### config.mk
export PLATFORM = sky130hd
export DESIGN_NAME = wb_master_dual_flat
export DESIGN_NICKNAME = d
export VERILOG_FILES = /design/src/rtl/wb_master_dual_pkg.sv /design/src/rtl/wb_master_dual_if.sv /design/src/rtl/wb_ack_timer.sv /design/src/rtl/wb_master_dual.sv /design/src/flat_wrapper.sv
export SDC_FILE = /design/constraint.sdc
export NUM_CORES = 1
export LEC_CHECK = 0
export CAP_MARGIN = 20
export CELL_PAD_IN_SITES_DETAIL_PLACEMENT = 2
export CELL_PAD_IN_SITES_GLOBAL_PLACEMENT = 2
export CORE_MARGIN = 2
export CORE_UTILIZATION = 29
export CTS_CLUSTER_SIZE = 28
export DETAILED_ROUTE_END_ITERATION = 12
export PLACE_DENSITY_LB_ADDON = 0.05
export SLEW_MARGIN = 25
export SYNTH_ARGS = -nofsm -noshare
export SYNTH_HDL_FRONTEND = slang
export SYNTH_SLANG_ARGS = --single-unit
### constraint.sdc
create_clock -name clk -period 4.6 [get_ports clk]
set_input_delay 0.69 -clock clk [delete_from_list [all_inputs] [get_ports clk]]
set_output_delay 0.69 -clock clk [all_outputs]
set_load 0.02 [all_outputs]
### src/rtl/wb_master_dual_pkg.sv
// wb_master_pkg: shared constants and FSM state type for wb_master_dual.
//   - COMMAND_* host opcodes (in_command[15:0])
//   - BUS_SEL_BIT: in_command bit choosing wb (0) or mem (1)
//   - response status/data constants
//   - state_t: controller state encoding
package wb_master_pkg;

    localparam logic [15:0] COMMAND_PING      = 16'd0;
    localparam logic [15:0] COMMAND_WRITE     = 16'd1;
    localparam logic [15:0] COMMAND_READ      = 16'd2;
    localparam logic [15:0] COMMAND_WSTREAM_C = 16'd3;
    localparam logic [15:0] COMMAND_WSTREAM   = 16'd4;
    localparam logic [15:0] COMMAND_RSTREAM_C = 16'd5;
    localparam logic [15:0] COMMAND_RSTREAM   = 16'd6;
    localparam logic [15:0] COMMAND_RW_FLAGS  = 16'd7;
    localparam logic [15:0] COMMAND_INTERRUPT = 16'd8;

    localparam int BUS_SEL_BIT = 16;

    localparam logic [15:0] S_PING_RESP    = 16'h1EAF;
    localparam logic [31:0] S_BAD_CMD      = 32'hBADC0DE0;
    localparam logic [31:0] S_TIMEOUT_BASE = 32'hDEAD0000;

    typedef enum logic [2:0] {
        IDLE, SINGLE, WSTREAM, WSTREAM_BUS, RSTREAM, RSTREAM_BUS, RESPOND, TIMEOUT
    } state_t;

endpackage

### src/rtl/wb_master_dual_if.sv
// wb_master_dual_if: one classic Wishbone master-side bus.
//   master modport: drives adr_o/dat_o/stb_o/cyc_o/we_o/msk_o/sel_o,
//                   receives dat_i/ack_i/int_i.
//   slave modport:  the mirror image.
interface wb_master_dual_if #(
    parameter int DATA_WIDTH = 32,
    parameter int ADDR_WIDTH = 32
);
    logic [ADDR_WIDTH-1:0]   adr_o;
    logic [DATA_WIDTH-1:0]   dat_o;
    logic [DATA_WIDTH-1:0]   dat_i;
    logic                    stb_o;
    logic                    cyc_o;
    logic                    we_o;
    logic                    msk_o;
    logic [DATA_WIDTH/8-1:0] sel_o;
    logic                    ack_i;
    logic                    int_i;

    modport master (output adr_o, dat_o, stb_o, cyc_o, we_o, msk_o, sel_o,
                    input  dat_i, ack_i, int_i);
    modport slave  (input  adr_o, dat_o, stb_o, cyc_o, we_o, msk_o, sel_o,
                    output dat_i, ack_i, int_i);
endinterface

### src/rtl/wb_ack_timer.sv
// wb_ack_timer: counts cycles while a bus cycle is open and flags expiry.
//   clk, rst (sync, active-low)
//   clr     : restart count at 0 (bus idle)
//   run     : bus cycle open, count this cycle
//   expired : asserted in the LIMIT-th cycle of an open bus cycle
module wb_ack_timer #(
    parameter int LIMIT = 1024
) (
    input  logic clk,
    input  logic rst,
    input  logic clr,
    input  logic run,
    output logic expired
);
    localparam int W = $clog2(LIMIT + 1);

    logic [W-1:0] cnt;

    always_ff @(posedge clk) begin
        if (!rst || clr) cnt <= '0;
        else if (run)    cnt <= cnt + W'(1);
    end

    // cnt holds the number of completed open cycles, so LIMIT-1 means
    // the current edge is the LIMIT-th one.
    assign expired = run && (cnt == W'(LIMIT - 1));
endmodule

### src/rtl/wb_master_dual.sv
// wb_master_dual: host-command Wishbone master driving a peripheral bus (wb)
// and a memory bus (mem), one single-beat cycle at a time.
//   clk, rst (sync, active-low)
//   host in : in_ready/in_command/in_address/in_data, master_ready back-pressure
//   host out: out_en strobe with out_status/out_address/out_data/out_data_count,
//             held until out_ready
//   wb, mem : Wishbone master modports
// Optional feature macro WB_MASTER_TIMEOUT_EN: abort a bus cycle with a
// timeout response after TIMEOUT_CYCLES cycles without ACK.
module wb_master_dual
    import wb_master_pkg::*;
#(
    parameter int DATA_WIDTH     = 32,
    parameter int ADDR_WIDTH     = 32,
    parameter int TIMEOUT_CYCLES = 1024
) (
    input  logic                  clk,
    input  logic                  rst,
    output logic                  master_ready,
    input  logic                  in_ready,
    input  logic [31:0]           in_command,
    input  logic [ADDR_WIDTH-1:0] in_address,
    input  logic [DATA_WIDTH-1:0] in_data,
    input  logic                  out_ready,
    output logic                  out_en,
    output logic [31:0]           out_status,
    output logic [ADDR_WIDTH-1:0] out_address,
    output logic [DATA_WIDTH-1:0] out_data,
    output logic [27:0]           out_data_count,
    wb_master_dual_if.master      wb,
    wb_master_dual_if.master      mem
);
    state_t                state_q, state_d, ret_q, ret_d;
    logic [31:0]           cmd_q, cmd_d;
    logic                  bsel_q, bsel_d;
    logic [ADDR_WIDTH-1:0] addr_q, addr_d;
    logic [27:0]           cnt_q, cnt_d;
    logic                  cyc_q, cyc_d, we_q, we_d;
    logic [DATA_WIDTH-1:0] dat_q, dat_d;
    logic                  oen_d;
    logic [31:0]           ostat_d;
    logic [ADDR_WIDTH-1:0] oadr_d;
    logic [DATA_WIDTH-1:0] odat_d;
    logic [27:0]           ocnt_d;
    logic                  ack, expired, stream_inc;
    logic [DATA_WIDTH-1:0] rdat;
    logic                  unused_int;

`ifdef WB_MASTER_TIMEOUT_EN
    wb_ack_timer #(.LIMIT(TIMEOUT_CYCLES)) u_timer (
        .clk(clk), .rst(rst), .clr(!cyc_q), .run(cyc_q), .expired(expired)
    );
`else
    assign expired = 1'b0;
`endif

    assign ack        = cyc_q && (bsel_q ? mem.ack_i : wb.ack_i);
    assign rdat       = bsel_q ? mem.dat_i : wb.dat_i;
    assign stream_inc = (cmd_q[15:0] == COMMAND_WSTREAM_C) || (cmd_q[15:0] == COMMAND_RSTREAM_C);
    assign unused_int = wb.int_i ^ mem.int_i;

    assign master_ready = (state_q == IDLE) || (state_q == WSTREAM);

    // Shared address/data; only the selected bus sees stb/cyc/we.
    assign wb.adr_o  = addr_q;
    assign wb.dat_o  = dat_q;
    assign wb.stb_o  = cyc_q && !bsel_q;
    assign wb.cyc_o  = cyc_q && !bsel_q;
    assign wb.we_o   = we_q  && !bsel_q;
    assign wb.msk_o  = 1'b0;
    assign wb.sel_o  = '1;
    assign mem.adr_o = addr_q;
    assign mem.dat_o = dat_q;
    assign mem.stb_o = cyc_q && bsel_q;
    assign mem.cyc_o = cyc_q && bsel_q;
    assign mem.we_o  = we_q  && bsel_q;
    assign mem.msk_o = 1'b0;
    assign mem.sel_o = '1;

    always_ff @(posedge clk) begin
        if (!rst) begin
            state_q        <= IDLE;
            ret_q          <= IDLE;
            cmd_q          <= '0;
            bsel_q         <= 1'b0;
            addr_q         <= '0;
            cnt_q          <= '0;
            cyc_q          <= 1'b0;
            we_q           <= 1'b0;
            dat_q          <= '0;
            out_en         <= 1'b0;
            out_status     <= '0;
            out_address    <= '0;
            out_data       <= '0;
            out_data_count <= '0;
        end else begin
            state_q        <= state_d;
            ret_q          <= ret_d;
            cmd_q          <= cmd_d;
            bsel_q         <= bsel_d;
            addr_q         <= addr_d;
            cnt_q          <= cnt_d;
            cyc_q          <= cyc_d;
            we_q           <= we_d;
            dat_q          <= dat_d;
            out_en         <= oen_d;
            out_status     <= ostat_d;
            out_address    <= oadr_d;
            out_data       <= odat_d;
            out_data_count <= ocnt_d;
        end
    end

    // Every response is staged into the out_* registers and parked in
    // RESPOND (or TIMEOUT) until out_ready; ret_q says where to go after.
    always_comb begin
        state_d = state_q;
        ret_d   = ret_q;
        cmd_d   = cmd_q;
        bsel_d  = bsel_q;
        addr_d  = addr_q;
        cnt_d   = cnt_q;
        cyc_d   = cyc_q;
        we_d    = we_q;
        dat_d   = dat_q;
        oen_d   = 1'b0;
        ostat_d = out_status;
        oadr_d  = out_address;
        odat_d  = out_data;
        ocnt_d  = out_data_count;

        case (state_q)
            IDLE: if (in_ready) begin
                cmd_d   = in_command;
                bsel_d  = in_command[BUS_SEL_BIT];
                addr_d  = in_address;
                cnt_d   = in_data[27:0];
                ostat_d = ~in_command;
                oadr_d  = in_address;
                odat_d  = '0;
                ocnt_d  = in_data[27:0];
                state_d = RESPOND;
                ret_d   = IDLE;
                case (in_command[15:0])
                    COMMAND_PING: begin
                        oadr_d = '0;
                        odat_d = DATA_WIDTH'(S_PING_RESP);
                        ocnt_d = '0;
                    end
                    COMMAND_WRITE, COMMAND_READ: begin
                        cyc_d   = 1'b1;
                        we_d    = (in_command[15:0] == COMMAND_WRITE);
                        dat_d   = in_data;
                        state_d = SINGLE;
                    end
                    COMMAND_WSTREAM_C, COMMAND_WSTREAM:
                        if (in_data[27:0] != 28'd0) ret_d = WSTREAM;
                    COMMAND_RSTREAM_C, COMMAND_RSTREAM:
                        if (in_data[27:0] != 28'd0) ret_d = RSTREAM;
                    COMMAND_RW_FLAGS, COMMAND_INTERRUPT: begin
                        oadr_d = '0;
                        ocnt_d = '0;
                    end
                    default: begin
                        ostat_d = S_BAD_CMD;
                        oadr_d  = '0;
                        ocnt_d  = '0;
                    end
                endcase
            end
            SINGLE: if (ack) begin
                cyc_d   = 1'b0;
                we_d    = 1'b0;
                ostat_d = ~cmd_q;
                oadr_d  = addr_q;
                odat_d  = we_q ? dat_q : rdat;
                ocnt_d  = '0;
                state_d = RESPOND;
                ret_d   = IDLE;
            end
            WSTREAM: if (in_ready) begin
                cyc_d   = 1'b1;
                we_d    = 1'b1;
                dat_d   = in_data;
                state_d = WSTREAM_BUS;
            end
            WSTREAM_BUS: if (ack) begin
                cyc_d = 1'b0;
                we_d  = 1'b0;
                cnt_d = cnt_q - 28'd1;
                if (stream_inc) addr_d = addr_q + ADDR_WIDTH'(1);
                if (cnt_q == 28'd1) begin
                    ostat_d = ~cmd_q;
                    oadr_d  = addr_q;
                    odat_d  = dat_q;
                    ocnt_d  = '0;
                    state_d = RESPOND;
                    ret_d   = IDLE;
                end else begin
                    state_d = WSTREAM;
                end
            end
            RSTREAM: if (out_ready) begin
                cyc_d   = 1'b1;
                we_d    = 1'b0;
                state_d = RSTREAM_BUS;
            end
            RSTREAM_BUS: if (ack) begin
                cyc_d   = 1'b0;
                cnt_d   = cnt_q - 28'd1;
                if (stream_inc) addr_d = addr_q + ADDR_WIDTH'(1);
                ostat_d = ~cmd_q;
                oadr_d  = addr_q;
                odat_d  = rdat;
                ocnt_d  = cnt_q - 28'd1;
                state_d = RESPOND;
                ret_d   = (cnt_q == 28'd1) ? IDLE : RSTREAM;
            end
            RESPOND, TIMEOUT: if (out_ready) begin
                oen_d   = 1'b1;
                state_d = ret_q;
            end
        endcase

        // ACK has priority: expiry only matters when no ACK arrived.
        if (cyc_q && !ack && expired) begin
            cyc_d   = 1'b0;
            we_d    = 1'b0;
            ostat_d = S_TIMEOUT_BASE | {16'h0, cmd_q[15:0]};
            oadr_d  = addr_q;
            odat_d  = '0;
            ocnt_d  = '0;
            state_d = TIMEOUT;
            ret_d   = IDLE;
        end
    end
endmodule

### src/flat_wrapper.sv
// flat-port wrapper written by rule: the top's interface ports become plain ports
module wb_master_dual_flat import wb_master_pkg::*;
#(
    parameter int DATA_WIDTH     = 32,
    parameter int ADDR_WIDTH     = 32,
    parameter int TIMEOUT_CYCLES = 1024
)
  (clk, rst, master_ready, in_ready, in_command, in_address, in_data, out_ready, out_en, out_status, out_address, out_data, out_data_count, wb_adr_o, wb_dat_o, wb_stb_o, wb_cyc_o, wb_we_o, wb_msk_o, wb_sel_o, wb_dat_i, wb_ack_i, wb_int_i, mem_adr_o, mem_dat_o, mem_stb_o, mem_cyc_o, mem_we_o, mem_msk_o, mem_sel_o, mem_dat_i, mem_ack_i, mem_int_i);
  wb_master_dual_if #(.DATA_WIDTH(DATA_WIDTH), .ADDR_WIDTH(ADDR_WIDTH)) wb_i ();
  wb_master_dual_if #(.DATA_WIDTH(DATA_WIDTH), .ADDR_WIDTH(ADDR_WIDTH)) mem_i ();
  input  logic clk;
  input  logic rst;
  output logic master_ready;
  input  logic in_ready;
  input  logic [31:0] in_command;
  input  logic [ADDR_WIDTH-1:0] in_address;
  input  logic [DATA_WIDTH-1:0] in_data;
  input  logic out_ready;
  output logic out_en;
  output logic [31:0] out_status;
  output logic [ADDR_WIDTH-1:0] out_address;
  output logic [DATA_WIDTH-1:0] out_data;
  output logic [27:0] out_data_count;
  output wire logic [$bits(wb_i.adr_o)-1:0] wb_adr_o;
  output wire logic [$bits(wb_i.dat_o)-1:0] wb_dat_o;
  output wire logic [$bits(wb_i.stb_o)-1:0] wb_stb_o;
  output wire logic [$bits(wb_i.cyc_o)-1:0] wb_cyc_o;
  output wire logic [$bits(wb_i.we_o)-1:0] wb_we_o;
  output wire logic [$bits(wb_i.msk_o)-1:0] wb_msk_o;
  output wire logic [$bits(wb_i.sel_o)-1:0] wb_sel_o;
  input wire logic [$bits(wb_i.dat_i)-1:0] wb_dat_i;
  input wire logic [$bits(wb_i.ack_i)-1:0] wb_ack_i;
  input wire logic [$bits(wb_i.int_i)-1:0] wb_int_i;
  output wire logic [$bits(mem_i.adr_o)-1:0] mem_adr_o;
  output wire logic [$bits(mem_i.dat_o)-1:0] mem_dat_o;
  output wire logic [$bits(mem_i.stb_o)-1:0] mem_stb_o;
  output wire logic [$bits(mem_i.cyc_o)-1:0] mem_cyc_o;
  output wire logic [$bits(mem_i.we_o)-1:0] mem_we_o;
  output wire logic [$bits(mem_i.msk_o)-1:0] mem_msk_o;
  output wire logic [$bits(mem_i.sel_o)-1:0] mem_sel_o;
  input wire logic [$bits(mem_i.dat_i)-1:0] mem_dat_i;
  input wire logic [$bits(mem_i.ack_i)-1:0] mem_ack_i;
  input wire logic [$bits(mem_i.int_i)-1:0] mem_int_i;
  assign wb_adr_o = wb_i.adr_o;
  assign wb_dat_o = wb_i.dat_o;
  assign wb_stb_o = wb_i.stb_o;
  assign wb_cyc_o = wb_i.cyc_o;
  assign wb_we_o = wb_i.we_o;
  assign wb_msk_o = wb_i.msk_o;
  assign wb_sel_o = wb_i.sel_o;
  assign wb_i.dat_i = wb_dat_i;
  assign wb_i.ack_i = wb_ack_i;
  assign wb_i.int_i = wb_int_i;
  assign mem_adr_o = mem_i.adr_o;
  assign mem_dat_o = mem_i.dat_o;
  assign mem_stb_o = mem_i.stb_o;
  assign mem_cyc_o = mem_i.cyc_o;
  assign mem_we_o = mem_i.we_o;
  assign mem_msk_o = mem_i.msk_o;
  assign mem_sel_o = mem_i.sel_o;
  assign mem_i.dat_i = mem_dat_i;
  assign mem_i.ack_i = mem_ack_i;
  assign mem_i.int_i = mem_int_i;
  wb_master_dual #(.DATA_WIDTH(DATA_WIDTH), .ADDR_WIDTH(ADDR_WIDTH), .TIMEOUT_CYCLES(TIMEOUT_CYCLES)) u_core (.clk(clk), .rst(rst), .master_ready(master_ready), .in_ready(in_ready), .in_command(in_command), .in_address(in_address), .in_data(in_data), .out_ready(out_ready), .out_en(out_en), .out_status(out_status), .out_address(out_address), .out_data(out_data), .out_data_count(out_data_count), .wb(wb_i), .mem(mem_i));
endmodule
# Word-level counts from Yosys, hierarchy flattened
# Index checks and enable logic that the tools add are counted.
[op_classes] n_addsub=2 muxes=69 n_reduce_logical=37 eq_ne=32 bitwise=2
[ops] cell="32-bit two-way mux" n=23
[ops] cell="28-bit two-way mux" n=7
[ops] cell="32-bit case mux with 3 select lines" n=2
[ops] cell="32-bit case mux with 2 select lines" n=2
[ops] cell="32-bit case mux with 4 select lines" n=1
[ops] cell="28-bit case mux with 4 select lines" n=1
[ops] cell="16-bit by 3-bit == test with 1-bit output, second input constant" n=5
[ops] cell="32-bit inverter" n=2
[ops] cell="28-bit case mux with 2 select lines" n=1
[ops] cell="16-bit by 2-bit == test with 1-bit output, second input constant" n=3
[ops] cell="3-bit two-way mux" n=15
[ops] cell="32-bit by 1-bit adder with 32-bit output, second input constant" n=1
[ops] cell="28-bit by 1-bit == test with 1-bit output, second input constant" n=1
[ops] cell="28-bit nonzero test" n=1
[ops] cell="28-bit by 1-bit subtractor with 28-bit output, second input constant" n=1
[ops] cell="6-bit AND reduction" n=4
[ops] cell="2-bit by 1-bit inequality test with 1-bit output, second input constant" n=9
[ops] cell="3-bit case mux with 6 select lines" n=1
[ops] cell="16-bit by 1-bit == test with 1-bit output, second input constant" n=1
[ops] cell="16-bit by 4-bit == test with 1-bit output, second input constant" n=1
[ops] cell="16-bit logical NOT" n=1
[ops] cell="2-bit OR reduction" n=7
[ops] cell="13-bit two-way mux" n=1
[ops] cell="3-bit == test, second input constant" n=4
[ops] cell="other kinds (22)" n=47
[word_totals] regBits=258 elab_cells=156

# Depth between registers and ports, before layout
# Gate-level depths: netlist of run 1.
[logic_depth] depth_word=5 ltp_mapped=10 depth_no_buf=7

# Worst setup path before layout of run 1
# OpenSTA, ideal clock, no wires.
[synth_path] path_type="input to register" from="input in_command[4]" to="register u_core.out_address[22]" arrival_ns=2.483 required_time_ns=4.514 setup_slack_ns=2.031 path_stages=8 cell_sequence="or4_1 nor4_4 and4_1 buf_4 buf_8 buf_6 a22oi_1 a211oi_1"
[synth_via] elab_chain_cells=5
[synth_rtl] element="from (decl)" line_no="flat_wrapper.sv:15" rtl="input logic [31:0] in_command;"
[synth_rtl] element="16-bit by 2-bit == test with 1-bit output, or another cell as far along" line_no="wb_master_dual.sv:144" rtl="case (in_command[15:0])"
[synth_rtl] element="6-bit OR reduction (no line) *"
[synth_rtl] element="32-bit two-way mux *" line_no="wb_master_dual.sv:144"
[synth_rtl] element="32-bit two-way mux *" line_no="wb_master_dual.sv:133" rtl="IDLE: if (in_ready) begin"
[synth_rtl] element="32-bit case mux with 3 select lines *" line_no="wb_master_dual.sv:132" rtl="case (state_q)"
[synth_rtl] element="to (signal assigned)" line_no="wb_master_dual.sv:108" rtl="out_address <= oadr_d;"
[synth_rtl] element="to (decl)" line_no="wb_master_dual.sv:27" rtl="output logic [ADDR_WIDTH-1:0] out_address,"
# Mark *: on every way between the ends. The rest lies on a longest branch, timed or not. The select of a mux whose other input is x is not followed.
# A chain may end at the register's enable or synchronous reset.

# Final worst setup path of run 1
[layout_path] from="register u_core.cnt_q[15]" to="register u_core.out_status[24]"
[layout_via] elab_chain_cells=3
[layout_rtl] element="from (decl)" line_no="wb_master_dual.sv:37" rtl="logic [27:0] cnt_q, cnt_d;"
[layout_rtl] element="from (signal assigned)" line_no="wb_master_dual.sv:102" rtl="cnt_q <= cnt_d;"
[layout_rtl] element="28-bit by 1-bit == test with 1-bit output" line_no="wb_master_dual.sv:192" rtl="if (cnt_q == 28'd1) begin"
[layout_rtl] element="2-bit by 1-bit inequality test with 1-bit output (no line)"
[layout_rtl] element="5-bit AND reduction (no line)"
[layout_rtl] element="to (signal assigned)" line_no="wb_master_dual.sv:107" rtl="out_status <= ostat_d;"
[layout_rtl] element="to (decl)" line_no="wb_master_dual.sv:26" rtl="output logic [31:0] out_status,"
# No other way between the ends.

==> results.sh, run 1 <==
export IMPL_drc=0
export IMPL_htreeDepth=2
export IMPL_grt_overflow_total=0
export IMPL_first_iter_violations=869
export IMPL_slowest_stage="nor4_1"
export IMPL_cp_top_family="simple AND/OR/NAND/NOR gates"
export IMPL_avgSynthCellArea_um2=8.049
export IMPL_core_rowCount=80
export IMPL_max_stage_delay_ps=880
export IMPL_grt_util_all_layers_pct=26.77
export IMPL_finalSetupViolCount=0
export IMPL_postCtsSetupBuffers=0
export IMPL_avgRoutedWirePerCell_um=26.26
export IMPL_fmax_mhz=273.1
export IMPL_clock_skew_ps=24.34
export IMPL_maxCapViolCount=0
export IMPL_grt_pass1_vias=16066
export IMPL_hold_violations=0
export IMPL_worstMarginPinSlew_ps=981.8
export IMPL_crit_path_start_kind="flop"
export IMPL_grt_setup_unrepaired="no"
export IMPL_nets=2161
export IMPL_grt_max_degree=98
export IMPL_first_pass_iters=5
export IMPL_port_buffers=425
export IMPL_yosysSeqAreaShare_pct=36.63
export IMPL_cts_buffers=34
export IMPL_vias=15231
export IMPL_synth_seq_cells=256
export IMPL_clk_root_buffer_cell="clkbuf_16"
export IMPL_status="complete, no violations"
export IMPL_synthArstFlopShare_pct=0
export IMPL_arrival_ps=4090
export IMPL_synth_distinct_cells=78
export IMPL_drv_slew=0
export IMPL_path_cells="nor4_1 > nand4_2 > o211ai_4 > nand2_1 > o311a_1"
export IMPL_gp_congestion=0.8189
export IMPL_p_per_area_nw_per_um2=651.7
export IMPL_crit_required_ps=5030
export IMPL_relSlewSlack_pct=33.94
export IMPL_cts_resized=0
export IMPL_clockBufferDepth=3
export IMPL_cts_hold_buf=0
export IMPL_path_class="reg -> reg"
export IMPL_coreArea_um2=47650
export IMPL_cp_num_buf_inv=0
export IMPL_final_antenna_net_count=0
export IMPL_worstSetupEndpointType="flop"
export IMPL_final_period_utilization_pct=79.61
export IMPL_grt_first_pass_wirelength_um=103400
export IMPL_fin_setup_tns_ps=0
export IMPL_vias_per_cell=5.793
export IMPL_yosys_area_top_type_share_pct=36.63
export IMPL_yosys_area_top_type="dfxtp_1"
export IMPL_die_y_um=223.6
export IMPL_insertion_delay_ps=550
export IMPL_io_pins=438
export IMPL_start_util_pct=29.36
export IMPL_drive_gt1_share_pct=7.004
export IMPL_clkSlewWorstSetupHoldPaths_ps=60
export IMPL_synthToLayoutAreaGrowth_pct=37.16
export IMPL_cts_sinks=256
export IMPL_place_ws_ps=983.8
export IMPL_hold_class="reg -> reg"
export IMPL_ys_warn_count=0
export IMPL_synth_cells=1738
export IMPL_synth_area_um2=13990
export IMPL_critPathMaxFanout=20
export IMPL_period_needed_ps=3662
export IMPL_synth_area_leaders="dfxtp_1 37%, a21oi_1 8.6%, buf_4 4.8%"
export IMPL_p_leak_nw=6.494
export IMPL_synth_enable_flop_cells=0
export IMPL_dp_hpwl_um=48300
export IMPL_ys_flop_type="dfxtp_1"
export IMPL_ir_drop_uv=291.9
export IMPL_wl_um=69040
export IMPL_die_area_um2=50010
export IMPL_die_w_um=223.6
export IMPL_tritoncts="built"
export IMPL_grt_antenna_before_repair=6
export IMPL_postLayoutSetupSlackWorst_ps=937.8
[layer usage]
metal	global-route usage (%)	vias up	share of wire (%)
met1	33.87	7854	43
met2	46.04	340	49
met4	8.860	10	3.1
li1	-	6926	-
met5	0	-	0.098
met3	4.683	101	4.5
[power breakdown]
group | internal (mW) | total, mW | leakage (nW) | switching, mW
clock | 1.65 | 2.75 | 0.548 | 1.10
sequential | 2.85 | 3.56 | 2.10 | 0.711
combinational | 2.42 | 6.19 | 3.85 | 3.77
[cells in the final DEF (no fill, tap or decap), drive strengths merged, types with 15 or more instances in the layout]
cell and n:
a21oi 241, clkbuf 48, buf 37, nor2 86
o22ai 17, a21o 15, clkdlybuf4s50 424, a22oi 55
nand2 168, o221a 20, a211oi 77, o21ai 95
a311oi 16, nand4 16, mux2i 32, nor4 41
or3 17, nor3 35, nand3 72, dfxtp 256
[final cells by class]
class	count	area, µm²
fillers	5423	28460
multi-input cells	1229	7547
flip-flops and latches	256	5126
repair buffers	461	4581
clock buffers	48	973.4
well taps	615	769.5
clock inverters	11	153.9
inverters	8	35.03
diodes	1	2.502
[sequential cells by signal (all words and copies together) (netlist names)]
signal and cells:
u_core.ret_q 2, u_core.mem.dat_o 32, u_core.out_data 32, u_core.cnt_q 28, u_core.cyc_q 1, u_core.cmd_q 32, u_core.out_en 1, u_core.out_status 32
u_core.we_q 1, u_core.out_data_count 28, u_core.out_address 32, u_core.mem.adr_o 32, u_core.state_q 3
[cell usage after synthesis, types with 13 or more instances]
library cell,count
dfxtp_1,256
a21oi_1,241
nand2_1,168
clkbuf_1,125
o21ai_0,93
buf_4,90
nor2_1,85
a211oi_1,76
nand3_1,72
a22oi_1,55
nor4_1,37
nor3_1,34
mux2i_1,32
o221a_2,20
buf_2,18
o22ai_1,17
or3_1,17
a311oi_1,16
a21o_1,15
nand4_1,15
a31oi_1,13
or4_1,13
[worst register-to-register path, delay by kind of cell, from the launching register on]
family	cells	cell delay, ps
and+or+nand+nor	3	1860
DFF	1	410
AOI/OAI and AO/OA	2	1280
[logic make-up (layout without fill, tap and decap cells)]
family / count (synthesis) / count (layout) / share of synthesized area, %
DFF: 256 / 256 / 36.63
xor gates and xnor gates: 20 / 20 / 1.252
AOI/OAI and AO/OA: 660 / 660 / 31.02
buffers and inverters: 261 / 528 / 10.28
and+or+nand+nor: 500 / 500 / 17.89
muxes: 36 / 36 / 2.612
other: 2 / 11 / 0.05368
adders and majority gates: 3 / 3 / 0.2683
[path summary, 6_finish.rpt]
path | startpoint | to | slack (ps) | cells after the start
max | u_core.cnt_q[15]$_SDFFE_PN0P_ | u_core.out_status[24]$_SDFFE_PN0P_ | 940 | 5
min | u_core.cmd_q[28]$_SDFFE_PN0P_ | u_core.cmd_q[28]$_SDFFE_PN0P_ | 460 | 2
max reg2reg | u_core.cnt_q[15]$_SDFFE_PN0P_ | u_core.out_status[24]$_SDFFE_PN0P_ | 940 | 5
min reg2reg | u_core.cmd_q[28]$_SDFFE_PN0P_ | u_core.cmd_q[28]$_SDFFE_PN0P_ | 460 | 2
[through the flow]
step / power, mW / std cells / hold WS (ps) / util (%) / instance area, µm²
detailed placement: 9.777 / 2569 / 454.4 / 37.89 / 18050
CTS: 12.60 / 2628 / 460.4 / 40.25 / 19180
global route: 13.23 / 2629 / 483.6 / 40.27 / 19190
finish: 12.51 / 2629 / 459.0 / 40.27 / 19190
global placement: 9.574 / 2568 / 441.4 / 37.83 / 18020
floorplan: 7.158 / 1746 / 436.0 / - / 14020
(Power assumes the default switching activity.)
==> inputs of run 2 (changes only) <==
- CORE_UTILIZATION: 29 -> 24
- clock period: 4.6 -> 2.97 ns (I/O delays scaled with it)
==> run 2 against run 1 <==
Compared with the run above:
- critical path depth increased by 2
- global-route usage fell by 3.1 points
- sequential cell count unchanged
- clock skew decreased by 6.6 ps
- total power rose by 60%
- hold slack got worse by 2.1 ps
- largest power group unchanged
==> results.sh, run 2 (synthesis gave the netlist of run 1 again) <==
export IMPL_cts_resized=0
export IMPL_relSlewSlack_pct=44.72
export IMPL_final_antenna_net_count=0
export IMPL_hold_end="u_core.cmd_q[24]$_SDFFE_PN0P_"
export IMPL_place_ws_ps=-16.58
export IMPL_cts_buffers=36
export IMPL_path_class="reg -> reg"
export IMPL_grt_max_degree=80
export IMPL_grt_overflow_total=0
export IMPL_coreArea_um2=57700
export IMPL_tritoncts="built"
export IMPL_final_cell_mix="424 x clkdlybuf4s50_1, 255 x dfxtp_1, 240 x a21oi_1, 167 x nand2_1, 91 x o21ai_0"
export IMPL_hold_class="reg -> reg"
export IMPL_first_iter_violations=766
export IMPL_clk_root_buffer_cell="clkbuf_16"
export IMPL_critPathMaxFanout=51
export IMPL_die_w_um=245.4
export IMPL_cp_num_buf_inv=1
export IMPL_hp_start="u_core.cmd_q[24]$_SDFFE_PN0P_"
export IMPL_hold_path_cell_count=2
export IMPL_p_leak_nw=6.898
export IMPL_worstMarginPinSlew_ps=823.7
export IMPL_grt_setup_unrepaired="no"
export IMPL_nFillCells=6494
export IMPL_vias_per_cell=5.364
export IMPL_timing_hold_ws_ps=456.9
export IMPL_worst_r2r_endpoint="u_core.out_status[6]$_SDFFE_PN0P_"
export IMPL_vias=15315
export IMPL_fmax_mhz=367.1
export IMPL_die_area_um2=60240
export IMPL_max_stage_delay_ps=510
export IMPL_finalSetupViolCount=0
export IMPL_r2r_start="u_core.cnt_q[0]$_SDFFE_PN0P_"
export IMPL_insertion_delay_ps=550
export IMPL_gp_congestion=0.7986
export IMPL_reg2reg_depth=7
export IMPL_io_pins=438
export IMPL_r2r_slack_ps=250
export IMPL_start_util_pct=24.25
export IMPL_period_needed_ps=2724
export IMPL_design_area_um2=20060
export IMPL_path_cells="ha_1 > nor4b_1 > nand3_1 > o211a_1 > nor2_8 > buf_12 > a311oi_1"
export IMPL_cts_hold_buf=0
export IMPL_slowest_stage="o211a_1"
export IMPL_mostFrequentLayoutCell="clkdlybuf4s50_1"
export IMPL_die_y_um=245.4
export IMPL_cp_top_family="simple AND/OR/NAND/NOR gates"
export IMPL_crit_required_ps=3370
export IMPL_p_per_area_nw_per_um2=997.4
export IMPL_ir_drop_uv=381.6
export IMPL_grt_antenna_before_repair=9
export IMPL_clock_skew_ps=17.76
export IMPL_maxCapViolCount=0
export IMPL_grt_first_pass_wirelength_um=108600
export IMPL_drv_slew=0
export IMPL_port_buffers=425
export IMPL_final_period_utilization_pct=91.71
export IMPL_htreeDepth=2
export IMPL_grt_util_all_layers_pct=23.72
export IMPL_avgRoutedWirePerCell_um=25.90
export IMPL_cts_sinks=256
export IMPL_drive_gt1_share_pct=10.16
export IMPL_worstSetupEndpointType="flop"
export IMPL_drc=0
export IMPL_hold_violations=0
export IMPL_post_dp_cell_area_um2=18910
export IMPL_wl_um=73950
export IMPL_core_rowCount=88
export IMPL_clkSlewWorstSetupHoldPaths_ps=60
export IMPL_dp_hpwl_um=53370
export IMPL_grt_pass1_vias=16133
export IMPL_nets=2233
export IMPL_crit_path_start_kind="flop"
export IMPL_postCtsSetupBuffers=0
export IMPL_fin_util_pct=34.77
export IMPL_synthToLayoutAreaGrowth_pct=43.40
export IMPL_arrival_ps=3120
export IMPL_fin_setup_tns_ps=0
export IMPL_postLayoutSetupSlackWorst_ps=246.2
export IMPL_status="complete, no violations"
export IMPL_clockBufferDepth=3
export IMPL_first_pass_iters=4
-- run 2: worst register-to-register path, stage by stage (launching register included) --
cell and delay (ps):
dfxtp_1 440, ha_1 190, nor4b_1 370, nand3_1 330, o211a_1 510, nor2_8 250
buf_12 300, a311oi_1 180
-- run 2: how the worst max path moves through the flow --
stage	startpoint	end	slack, ps	cells past startpoint
floorplan	u_core.mem.adr_o[0]$_SDFFE_PN0P_	u_core.mem.adr_o[30]$_SDFFE_PN0P_	620	6
global placement	in_command[4]	u_core.out_address[30]$_SDFFE_PN0P_	40	8
detailed placement	in_command[4]	u_core.out_address[29]$_SDFFE_PN0P_	-20	8
CTS	u_core.cnt_q[0]$_SDFFE_PN0P_	u_core.out_status[6]$_SDFFE_PN0P_	240	7
global route	u_core.cnt_q[0]$_SDFFE_PN0P_	u_core.out_status[6]$_SDFFE_PN0P_	30	7
finish	u_core.cnt_q[0]$_SDFFE_PN0P_	u_core.out_status[6]$_SDFFE_PN0P_	250	7
-- run 2: cell type report --
class,count,area (µm²),share of cell area [%]
clock inverters,10,82.58,0.4117
multi-input cells,1229,7538,37.58
repair buffers,531,5258,26.21
clock buffers,53,1056,5.264
flip-flops and latches,256,5126,25.55
inverters,8,35.03,0.1746
diodes,3,7.507,0.03742
well taps,765,957.2,4.771
-- run 2: per-stage QoR --
step,instances,power [mW]
6_report,2855,20.01
5_1_grt,2854,21.19
4_1_cts,2852,20.23
3_5_place_dp,2789,15.78
3_3_place_gp,2789,15.58
2_1_floorplan,1746,11.09
-- run 2: layer usage --
layer	global-route usage [%]	vias up	wire [µm]	share of wire, %
met5	0	-	69	0.093
met4	7.077	12	1906	2.6
met3	4.562	94	3252	4.4
met2	40.84	314	36490	49
met1	29.84	7803	32230	44
li1	-	7092	-	-
-- run 2: power breakdown --
group / internal (mW) / switching, mW
registers: 4.41 / 1.02
logic: 4.12 / 6.13
clock network: 2.55 / 1.78
==> inputs of run 3 (changes only) <==
- RECOVER_POWER: not set -> 100
- SKIP_LAST_GASP: not set -> 1
- SLEW_MARGIN: 25 -> not set
==> run 3 against run 2 <==
Compared with the run above:
- non-clock buffer count is the same
- register-to-register slack lost 20 ps
- critical path depth grew 1
- die area is the same
- total power shrank 2.2%
- via count is essentially flat
- sequential share of layout area grew 0.13 points
==> results.sh, run 3 (synthesis gave the netlist of run 1 again) <==
export IMPL_switching_share_pct=45.25
export IMPL_tritoncts="built"
export IMPL_grt_setup_unrepaired="no"
export IMPL_grt_antenna_before_repair=10
export IMPL_mostFrequentLayoutCell="dlygate4sd3_1"
export IMPL_cpMostUsedCell="buf_12"
export IMPL_start_util_pct=24.25
export IMPL_maxCapViolCount=0
export IMPL_fmax_mhz=361.0
export IMPL_period_needed_ps=2770
export IMPL_ir_drop_uv=373.5
export IMPL_die_y_um=245.4
export IMPL_status="complete, no violations"
export IMPL_first_iter_violations=676
export IMPL_hold_violations=0
export IMPL_vias=15312
export IMPL_synthToLayoutAreaGrowth_pct=42.69
export IMPL_port_buffers=425
export IMPL_clock_skew_ps=19.06
export IMPL_use_met2_pct=40.84
export IMPL_grt_first_pass_wirelength_um=108600
export IMPL_p_sw_mw=8.857
export IMPL_grt_busiest_layer="met2"
export IMPL_drv_slew=0
export IMPL_clk_root_buffer_cell="clkbuf_16"
export IMPL_hold_path_cell_count=2
export IMPL_io_pins=438
export IMPL_wl_um=73970
export IMPL_finalSetupViolCount=0
export IMPL_grt_util_all_layers_pct=23.72
export IMPL_final_cell_mix="259 x dlygate4sd3_1, 255 x dfxtp_1, 241 x a21oi_1, 168 x nand2_1, 165 x clkdlybuf4s50_1"
export IMPL_hp_start="u_core.cmd_q[24]$_SDFFE_PN0P_"
export IMPL_cts_buffers=36
export IMPL_max_stage_delay_ps=670
export IMPL_use_met1_pct=29.84
export IMPL_p_leak_nw=7.607
export IMPL_final_period_utilization_pct=93.26
export IMPL_power_mw=19.57
export IMPL_path_class="in -> reg"
export IMPL_p_per_area_nw_per_um2=980.5
export IMPL_drive_gt1_share_pct=9.775
export IMPL_hold_end="u_core.cmd_q[24]$_SDFFE_PN0P_"
export IMPL_dp_hpwl_um=53370
export IMPL_worstMarginPinSlew_ps=940.0
export IMPL_avgRoutedWirePerCell_um=25.91
export IMPL_path_cells="clkdlybuf4s50_1 > or4_1 > nor4_1 > and4_2 > buf_12 > buf_12 > a22oi_1 > a211oi_1"
export IMPL_nFillCells=6512
export IMPL_arrival_ps=3220
export IMPL_vias_per_cell=5.363
export IMPL_die_area_um2=60240
export IMPL_relSlewSlack_pct=36.45
export IMPL_htreeDepth=2
export IMPL_seqCellArea_um2=5126
export IMPL_worst_r2r_endpoint="u_core.out_address[3]$_SDFFE_PN0P_"
export IMPL_comb_power_share_pct=50.4
export IMPL_fin_setup_tns_ps=0
export IMPL_clkPwrFrac_pct=22.1
export IMPL_fin_util_pct=34.60
export IMPL_cts_hold_buf=0
export IMPL_use_met3_pct=4.562
export IMPL_sequentialPowerShare_pct=27.5
export IMPL_critPathMaxFanout=20
export IMPL_die_w_um=245.4
export IMPL_final_antenna_net_count=0
export IMPL_first_pass_iters=5
export IMPL_drc=0
export IMPL_nets=2233
export IMPL_slowest_stage="nor4_1"
export IMPL_cts_resized=0
export IMPL_worstSetupEndpointType="flop"
export IMPL_insertion_delay_ps=550
export IMPL_cts_sinks=256
export IMPL_reg2reg_depth=7
export IMPL_multi_input_area_um2=7483
export IMPL_postCtsSetupBuffers=0
export IMPL_core_rowCount=88
export IMPL_clkSlewWorstSetupHoldPaths_ps=60
export IMPL_r2r_slack_ps=230
export IMPL_r2r_start="u_core.cnt_q[0]$_SDFFE_PN0P_"
export IMPL_clockBufferDepth=3
export IMPL_gp_congestion=0.7986
export IMPL_p_int_mw=10.71
export IMPL_grt_max_degree=80
export IMPL_crit_required_ps=3420
export IMPL_coreArea_um2=57700
export IMPL_crit_path_start_kind="primary input"
export IMPL_hold_class="reg -> reg"
export IMPL_grt_overflow_total=0
export IMPL_grt_pass1_vias=16133
run 3: changes by cell type in the layout (fill, tap and decap cells not counted), moves of 2 or more:
cell             change
clkbuf_2             +6
buf_12               -2
clkbuf_1             +2
nor4b_1              +2
clkdlybuf4s50_1    -259
buf_4                -8
nor4b_2              -2
dlygate4sd3_1      +259
run 3: cell type report:
class | instances | share of cell area (%)
Inverter | 8 | 0.1755
Clock buffer | 53 | 5.290
Timing Repair Buffer | 531 | 26.12
Multi-Input combinational cell | 1229 | 37.49
Sequential cell | 256 | 25.68
Antenna cell | 3 | 0.03761
Tap cell | 765 | 4.795
Clock inverter | 10 | 0.4137
run 3: power by group through the flow:
stage	combinational, mW	sequential (mW)	clock (mW)
after CTS	10.3	5.45	4.45
after detailed placement	10.3	5.50	0
after floorplan	5.09	6.00	0
final	9.86	5.39	4.32
after global placement	10.1	5.47	0
after global routing	10.6	5.55	4.58
run 3: worst max path at each step:
stage / start / endpoint / slack, ps
after floorplan: u_core.mem.adr_o[0]$_SDFFE_PN0P_ / u_core.mem.adr_o[30]$_SDFFE_PN0P_ / 620
after global placement: in_command[4] / u_core.out_address[30]$_SDFFE_PN0P_ / 40
after detailed placement: in_command[4] / u_core.out_address[29]$_SDFFE_PN0P_ / -20
after CTS: u_core.cnt_q[0]$_SDFFE_PN0P_ / u_core.out_status[6]$_SDFFE_PN0P_ / 240
after global routing: u_core.cnt_q[0]$_SDFFE_PN0P_ / u_core.out_status[6]$_SDFFE_PN0P_ / 20
final: in_command[4] / u_core.out_address[30]$_SDFFE_PN0P_ / 200
run 3: critical path, delay by kind of cell:
kind / cells / cell delay, ps
and+or+nand+nor: 3 / 1660
buffers and inverters: 3 / 720
AOI/OAI and AO/OA: 2 / 370
run 3: through the flow:
step | area, µm² | setup slack, ps | hold slack, ps | cells
floorplan | 14020 | 618.2 | 436.0 | 1746
global placement | 18910 | 42.56 | 442.8 | 2789
detailed placement | 18910 | -16.58 | 451.6 | 2789
CTS | 20050 | 236.4 | 430.7 | 2852
global route | 19960 | 23.65 | 467.2 | 2854
finish | 19960 | 200.1 | 456.5 | 2855
run 3: metal layers:
layer | routed length, µm | vias to the layer above
li1 | - | 7098
met1 | 32020 | 7768
met2 | 36430 | 336
met3 | 3468 | 98
met4 | 1986 | 12
met5 | 71 | -
